$ cat config.mk
export PLATFORM = sky130hd
export DESIGN_NAME = pid_chk_seq
export DESIGN_NICKNAME = d
export VERILOG_FILES = /design/src/rtl/pid_chk_pkg.sv /design/src/rtl/ep_toggle_bank.sv /design/src/rtl/pid_chk_seq.sv
export SDC_FILE = /design/constraint.sdc
export NUM_CORES = 1
export LEC_CHECK = 0
export ABC_AREA = 1
export BUFFER_PORTS_ARGS = -buffer_cell sky130_fd_sc_hd__buf_4
export CELL_PAD_IN_SITES_DETAIL_PLACEMENT = 1
export CELL_PAD_IN_SITES_GLOBAL_PLACEMENT = 1
export CORE_MARGIN = 1.5
export CORE_UTILIZATION = 40
export DETAILED_ROUTE_END_ITERATION = 16
export PLACE_DENSITY_LB_ADDON = 0.3
export SYNTH_ARGS = -nofsm -noshare
export SYNTH_HDL_FRONTEND = slang
export SYNTH_SLANG_ARGS = --single-unit
$ cat constraint.sdc
create_clock -name clk -period 2.4 [get_ports clk]
set_input_delay 0.48 -clock clk [delete_from_list [all_inputs] [get_ports clk]]
set_output_delay 0.48 -clock clk [all_outputs]
set_load 0.005 [all_outputs]
$ cat src/rtl/pid_chk_pkg.sv
// Shared definitions for the USB receive-path PID checker: PID codes,
// data_select encoding, FSM states and the PID classification helpers.
package pid_chk_pkg;

    localparam logic [3:0] PID_OUT   = 4'b0001;
    localparam logic [3:0] PID_IN    = 4'b1001;
    localparam logic [3:0] PID_SOF   = 4'b0101;
    localparam logic [3:0] PID_SETUP = 4'b1101;
    localparam logic [3:0] PID_DATA0 = 4'b0011;
    localparam logic [3:0] PID_DATA1 = 4'b1011;
    localparam logic [3:0] PID_ACK   = 4'b0010;
    localparam logic [3:0] PID_NAK   = 4'b1010;
    localparam logic [3:0] PID_STALL = 4'b1110;

    localparam logic [1:0] DSEL_IDLE  = 2'b00;
    localparam logic [1:0] DSEL_TOKEN = 2'b01;
    localparam logic [1:0] DSEL_DATA  = 2'b10;
    localparam logic [1:0] DSEL_HSHK  = 2'b11;

    typedef enum logic [2:0] {
        ST_IDLE  = 3'd0,
        ST_TOKEN = 3'd1,
        ST_DATA  = 3'd2,
        ST_HSHK  = 3'd3,
        ST_ERR   = 3'd4
    } state_t;

    typedef enum logic [1:0] {
        CLS_INVALID = 2'd0,
        CLS_TOKEN   = 2'd1,
        CLS_DATA    = 2'd2,
        CLS_HSHK    = 2'd3
    } pid_cls_t;

    // Upper nibble of a PID byte carries the one's complement of the code.
    function automatic logic pid_check_ok(input logic [7:0] pid);
        return (pid[7:4] == ~pid[3:0]);
    endfunction

    function automatic pid_cls_t pid_class(input logic [3:0] code);
        pid_cls_t cls;
        case (code)
            PID_OUT, PID_IN, PID_SOF, PID_SETUP: cls = CLS_TOKEN;
            PID_DATA0, PID_DATA1:                cls = CLS_DATA;
            PID_ACK, PID_NAK, PID_STALL:         cls = CLS_HSHK;
            default:                             cls = CLS_INVALID;
        endcase
        return cls;
    endfunction

endpackage

$ cat src/rtl/ep_toggle_bank.sv
// Per-endpoint DATA0/DATA1 expected-toggle flops; clear has priority over flip.
module ep_toggle_bank #(
    parameter int NUM_EP    = 4,
    parameter int EP_ADDR_W = 2
) (
    input  logic                 clk,
    input  logic                 rst_n,
    input  logic                 clr,
    input  logic                 flip,
    input  logic [EP_ADDR_W-1:0] idx,
    output logic [NUM_EP-1:0]    toggle
);

    logic [NUM_EP-1:0] toggle_r;

    // Toggle state per endpoint, updated only for the selected index.
    always_ff @(posedge clk or negedge rst_n) begin
        if (!rst_n) begin
            toggle_r <= {NUM_EP{1'b0}};
        end else begin
            for (int i = 0; i < NUM_EP; i++) begin
                if (int'(idx) == i) begin
                    if (clr) begin
                        toggle_r[i] <= 1'b0;
                    end else if (flip) begin
                        toggle_r[i] <= ~toggle_r[i];
                    end else begin
                        toggle_r[i] <= toggle_r[i];
                    end
                end else begin
                    toggle_r[i] <= toggle_r[i];
                end
            end
        end
    end

    assign toggle = toggle_r;

endmodule

$ cat src/rtl/pid_chk_seq.sv
// USB receive-path PID checker: validates/classifies PIDs, drives CRC enables,
// checks body length per PID type and tracks per-endpoint data toggles.
module pid_chk_seq
    import pid_chk_pkg::*;
#(
    parameter int NUM_EP    = 4,
    parameter int EP_ADDR_W = 2,
    parameter int MAX_BYTES = 64
) (
    input  logic                 clk,
    input  logic                 rst,
    input  logic                 PID_enable,
    input  logic [7:0]           PID_I,
    input  logic [EP_ADDR_W-1:0] ep_sel,
    input  logic                 byte_valid,
    input  logic                 EOP_flag,
    input  logic                 crc_ok,
    output logic [1:0]           data_select,
    output logic                 crc5_enable,
    output logic                 crc16_enable,
    output logic [3:0]           pid_type,
    output logic                 pkt_done,
    output logic                 pid_err,
    output logic                 len_err,
    output logic                 seq_err,
    output logic [NUM_EP-1:0]    expected_toggle
);

    localparam int CNT_MAX = MAX_BYTES + 3;
    localparam int CNT_W   = $clog2(CNT_MAX + 1);

    state_t               state_r, state_nxt_s;
    logic [CNT_W-1:0]     cnt_r, cnt_nxt_s, cnt_inc_s, eval_cnt_s;
    logic [EP_ADDR_W-1:0] ep_r, ep_nxt_s;
    logic                 zlp_r, zlp_nxt_s;
    logic [3:0]           pid_type_nxt_s;
    logic [1:0]           dsel_nxt_s;
    logic                 crc5_nxt_s, crc16_nxt_s;
    logic                 pkt_done_nxt_s, pid_err_nxt_s, len_err_nxt_s, seq_err_nxt_s;
    logic                 eval_s, clr_s, flip_s, ep_valid_s, tog_sel_s;
    pid_cls_t             cls_s;

    // Expected toggle of the latched endpoint, with out-of-range endpoints excluded.
    always_comb begin
        ep_valid_s = (int'(ep_r) < NUM_EP);
        tog_sel_s  = 1'b0;
        for (int i = 0; i < NUM_EP; i++) begin
            if (int'(ep_r) == i) begin
                tog_sel_s = expected_toggle[i];
            end else begin
                tog_sel_s = tog_sel_s;
            end
        end
    end

    // Next-state, packet evaluation and next-output logic.
    always_comb begin
        state_nxt_s    = state_r;
        cnt_nxt_s      = cnt_r;
        ep_nxt_s       = ep_r;
        zlp_nxt_s      = 1'b0;
        pid_type_nxt_s = pid_type;
        pkt_done_nxt_s = 1'b0;
        pid_err_nxt_s  = 1'b0;
        len_err_nxt_s  = 1'b0;
        seq_err_nxt_s  = 1'b0;
        clr_s          = 1'b0;
        flip_s         = 1'b0;
        eval_s         = 1'b0;
        eval_cnt_s     = cnt_r;
        cls_s          = pid_class(PID_I[3:0]);
        cnt_inc_s      = (cnt_r == CNT_W'(CNT_MAX)) ? cnt_r : (cnt_r + CNT_W'(1));

        case (state_r)
            ST_IDLE: begin
                if (PID_enable) begin
                    if (!pid_check_ok(PID_I) || (cls_s == CLS_INVALID)) begin
                        pid_err_nxt_s = 1'b1;
                        state_nxt_s   = EOP_flag ? ST_IDLE : ST_ERR;
                    end else begin
                        ep_nxt_s       = ep_sel;
                        pid_type_nxt_s = PID_I[3:0];
                        cnt_nxt_s      = {CNT_W{1'b0}};
                        // Zero-length packet: evaluate on the following cycle.
                        zlp_nxt_s      = EOP_flag;
                        case (cls_s)
                            CLS_TOKEN: state_nxt_s = ST_TOKEN;
                            CLS_DATA:  state_nxt_s = ST_DATA;
                            CLS_HSHK:  state_nxt_s = ST_HSHK;
                            default:   state_nxt_s = ST_ERR;
                        endcase
                    end
                end else begin
                    state_nxt_s = ST_IDLE;
                end
            end
            ST_TOKEN, ST_DATA, ST_HSHK: begin
                if (zlp_r) begin
                    eval_s     = 1'b1;
                    eval_cnt_s = {CNT_W{1'b0}};
                end else if (EOP_flag) begin
                    eval_s     = 1'b1;
                    eval_cnt_s = byte_valid ? cnt_inc_s : cnt_r;
                end else if (PID_enable) begin
                    pid_err_nxt_s = 1'b1;
                    state_nxt_s   = ST_ERR;
                end else if (byte_valid) begin
                    cnt_nxt_s = cnt_inc_s;
                end else begin
                    cnt_nxt_s = cnt_r;
                end
            end
            ST_ERR: begin
                if (EOP_flag) begin
                    state_nxt_s = ST_IDLE;
                end else begin
                    state_nxt_s = ST_ERR;
                end
            end
            default: state_nxt_s = ST_IDLE;
        endcase

        if (eval_s) begin
            state_nxt_s    = ST_IDLE;
            cnt_nxt_s      = {CNT_W{1'b0}};
            pkt_done_nxt_s = 1'b1;
            case (state_r)
                ST_TOKEN: begin
                    len_err_nxt_s = (eval_cnt_s != CNT_W'(2));
                    clr_s = ep_valid_s && (pid_type == PID_SETUP) && (eval_cnt_s == CNT_W'(2));
                end
                ST_DATA: begin
                    len_err_nxt_s = (eval_cnt_s < CNT_W'(2)) ||
                                    (eval_cnt_s > CNT_W'(MAX_BYTES + 2));
                    seq_err_nxt_s = ep_valid_s && (pid_type[3] != tog_sel_s);
                    // A CRC failure leaves the toggle alone and is reported elsewhere.
                    flip_s = ep_valid_s && (pid_type[3] == tog_sel_s) && crc_ok && !len_err_nxt_s;
                end
                ST_HSHK: len_err_nxt_s = (eval_cnt_s != CNT_W'(0));
                default: pkt_done_nxt_s = 1'b0;
            endcase
        end else begin
            pkt_done_nxt_s = 1'b0;
        end

        case (state_nxt_s)
            ST_TOKEN: begin dsel_nxt_s = DSEL_TOKEN; crc5_nxt_s = 1'b1; crc16_nxt_s = 1'b0; end
            ST_DATA:  begin dsel_nxt_s = DSEL_DATA;  crc5_nxt_s = 1'b0; crc16_nxt_s = 1'b1; end
            ST_HSHK:  begin dsel_nxt_s = DSEL_HSHK;  crc5_nxt_s = 1'b0; crc16_nxt_s = 1'b0; end
            default:  begin dsel_nxt_s = DSEL_IDLE;  crc5_nxt_s = 1'b0; crc16_nxt_s = 1'b0; end
        endcase
    end

    // State, counter and registered outputs.
    always_ff @(posedge clk or negedge rst) begin
        if (!rst) begin
            state_r      <= ST_IDLE;
            cnt_r        <= {CNT_W{1'b0}};
            ep_r         <= {EP_ADDR_W{1'b0}};
            zlp_r        <= 1'b0;
            pid_type     <= 4'b0000;
            data_select  <= DSEL_IDLE;
            crc5_enable  <= 1'b0;
            crc16_enable <= 1'b0;
            pkt_done     <= 1'b0;
            pid_err      <= 1'b0;
            len_err      <= 1'b0;
            seq_err      <= 1'b0;
        end else begin
            state_r      <= state_nxt_s;
            cnt_r        <= cnt_nxt_s;
            ep_r         <= ep_nxt_s;
            zlp_r        <= zlp_nxt_s;
            pid_type     <= pid_type_nxt_s;
            data_select  <= dsel_nxt_s;
            crc5_enable  <= crc5_nxt_s;
            crc16_enable <= crc16_nxt_s;
            pkt_done     <= pkt_done_nxt_s;
            pid_err      <= pid_err_nxt_s;
            len_err      <= len_err_nxt_s;
            seq_err      <= seq_err_nxt_s;
        end
    end

    ep_toggle_bank #(
        .NUM_EP    (NUM_EP),
        .EP_ADDR_W (EP_ADDR_W)
    ) u_toggle_bank (
        .clk    (clk),
        .rst_n  (rst),
        .clr    (clr_s),
        .flip   (flip_s),
        .idx    (ep_r),
        .toggle (expected_toggle)
    );

endmodule
==> results.yml <==
timing:
  setup_slack_ns: 0.216
  fin_crit_sh_pct: 91.0
  maxSlewHeadroom_pct: 59.7
  rsz0062_at_grt: "false"
  worst_slew_pin_slew_ns: 0.602
  slew_violations: 0
  hold_viol: 0
  fin_crit_ns: 2.18
  finalSetupViolations: 0
  finalClockSkew_ns: 0.00406
  tns_ns: 0
  fmax_ghz: 0.458
route:
  viasPerCell: 5.24
  firstDrtPassIters: 4
  route.detailed.drc: 0
  wire_per_inst_um: 14.6
  drtAntennaViolNets: 0
  wl_um: 4790
  via_count: 1715
  drt_iter0_drc: 81
cts:
  ctsHtreeMaxLevel: 2
  insertion_delay_ns: 0.28
  path_clk_slew_ns: 0.06
  root_buffer: "clkbuf_8"
  clockBufferDepth: 2
  cts_sinks: 29
  cts_made_buffers: 5
  tritoncts: "done"
  cts_resized: 0
  postCtsSetupBuffers: 0
  cts_hold_buffers: 0
logic_synthesis:
  synth_edf_count: 0
  synth.avg_cell_area_um2: 7.37
  ys_ff_latch: 29
  syn_inst: 240
  synth_cell_type_count: 28
  synth_nets: 259
  ys_warn_count: 0
  synth_seq_area_share_pct: 41.0
  synth_ff_type: "dfrtp_1"
  ys_async_sr_fraction_pct: 100
  syn-cell-area_um2: 1770
global_route:
  gr-usage-all-layers_pct: 21.2
  grt_pass1_vias: 1826
  antenna_found_initial: 0
  grt_start_max_net_pins: 30
  grt_overflow: 0
  grt_pass1_wl_um: 8240
floorplan:
  core_area_um2: 4120
  pin_count: 32
  start_util_pct: 43.0
  die_area_um2: 4830
  rows: 23
  chipHeight_um: 69.5
  die_w_um: 69.5
placed_design:
  portBuffers: 31
  place_hpwl_um: 3660
  place_ws_ns: 0.276
  dp.cells: 319
  gp_congestion: 0.775
setup_path:
  required_ns: 2.57
  cp.arrival_ns: 2.36
  crit_type: "reg2reg"
  crit_fanout: 12
  worst_setup_path_end_kind: "flop"
  startpoint_type: "flop"
cells_and_area:
  instances_no_fill: 327
  final_layout_size_suffix_gt1_share_pct: 20.9
  antenna_cells: 0
  mostFrequentLayoutCells: "nand2_1, inv_1, buf_4"
  n_fill_cell: 548
  nNetsFinal: 295
  syn2layout_area_growth_pct: 21.7
  layout_commonest_cell: "nand2_1"
worst_hold_path:
  hold_class: "in2async"
power:
  p_total_mw: 1.62
  p_leak_nw: 1.14
  powerDensity_nw_per_um2: 751
  peakVddDrop_v: 0.000466
outcome:
  status: "finished, final reports clean"
job:
  maxCapViolCount: 0
==> critical path, stage by stage (launching register included) <==
cell and delay [ns]:
dfrtp_1 0.46, inv_1 0.13, nand2_4 0.08, nor2_4 0.25
nor2_1 0.10, a21oi_1 0.18, nand2_1 0.18, nor3_1 0.27
nand3_1 0.12, nand2_2 0.12, nand2_1 0.06, nand2_1 0.05
nand2_1 0.05
==> power breakdown <==
| group | internal (mW) | total [mW] | switching (mW) |
|---|---|---|---|
| logic | 0.192 | 0.513 | 0.321 |
| clock network | 0.259 | 0.447 | 0.189 |
| registers | 0.562 | 0.656 | 0.0940 |
| total | 1.01 | 1.62 | 0.604 |
==> final cells by class <==
class | count | area (um^2) | area share (%)
repair buffers | 32 | 240 | 11.2
clock inverters | 1 | 5.00 | 0.233
flip-flops and latches | 29 | 726 | 33.7
inverters | 37 | 140 | 6.51
well taps | 50 | 62.6 | 2.91
clock buffers | 7 | 96.3 | 4.48
multi-input cells | 171 | 882 | 41.0
==> state kept, by name, indices dropped and copies added (netlist names) <==
| name | count |
|---|---|
| crc16_enable | 1 |
| u_toggle_bank.toggle | 4 |
| seq_err | 1 |
| ep_r | 2 |
| pkt_done | 1 |
| crc5_enable | 1 |
| len_err | 1 |
| cnt_r | 7 |
| pid_type | 4 |
| zlp_r | 1 |
| state_r | 3 |
| data_select | 2 |
| pid_err | 1 |
==> kinds of logic after synthesis <==
logic type      after synthesis  share of synthesized area, %
compound gates               27                          8.07
xor+xnor                      6                          2.97
fa+ha+maj                     3                          2.12
buf+inv                      40                          9.06
flops                        29                          41.0
simple gates                135                          36.7
==> cells in the mapped netlist (2+ instances only) <==
cell	number	area, um^2
inv_1	36	135
nor3_1	4	20.0
xor2_1	2	17.5
dfrtp_1	29	726
nand2_1	53	199
nand2_4	2	22.5
a21oi_1	6	30.0
xnor2_1	4	35.0
nand3_2	3	30.0
ha_1	3	37.5
nor2_2	5	31.3
nand2_2	3	18.8
nor4_1	2	12.5
nand4_1	10	62.6
nand3_1	21	105
o21ai_0	17	85.1
nor2_1	28	105
nor2_4	2	22.5
==> final timing paths <==
check	endpoint	start	slack (ns)	cells after the start
hold reg to reg	u_toggle_bank.toggle[0]	u_toggle_bank.toggle[0]	0.51	2
max in group asynchronous	ep_r[1]	rst	2.00	1
setup / recovery	u_toggle_bank.toggle[0]	state_r[2]	0.22	12
hold / removal	cnt_r[5]	rst	0.12	1
setup reg to reg	u_toggle_bank.toggle[0]	state_r[2]	0.22	12
min in group clk	state_r[2]	EOP_flag	0.38	2
==> per-stage QoR <==
step                util [%]  cell area [um^2]  hold WS (ns)
CTS                     52.3              2150         0.131
floorplan                  -              1770         0.184
global route            52.3              2150         0.147
global placement        49.8              2050         0.432
finish                  52.3              2150         0.117
detailed placement      49.8              2050         0.432
==> per-layer routing <==
layer | GRT usage [%] | share of wire [%] | vias to the layer above
met5 | 0 | 0 | -
met4 | 5.45 | 1.7 | 0
met3 | 4.80 | 4.1 | 8
met2 | 37.2 | 50 | 42
met1 | 26.3 | 44 | 820
li1 | - | - | 845
No activity file was read; power rests on OpenSTA's default activity.
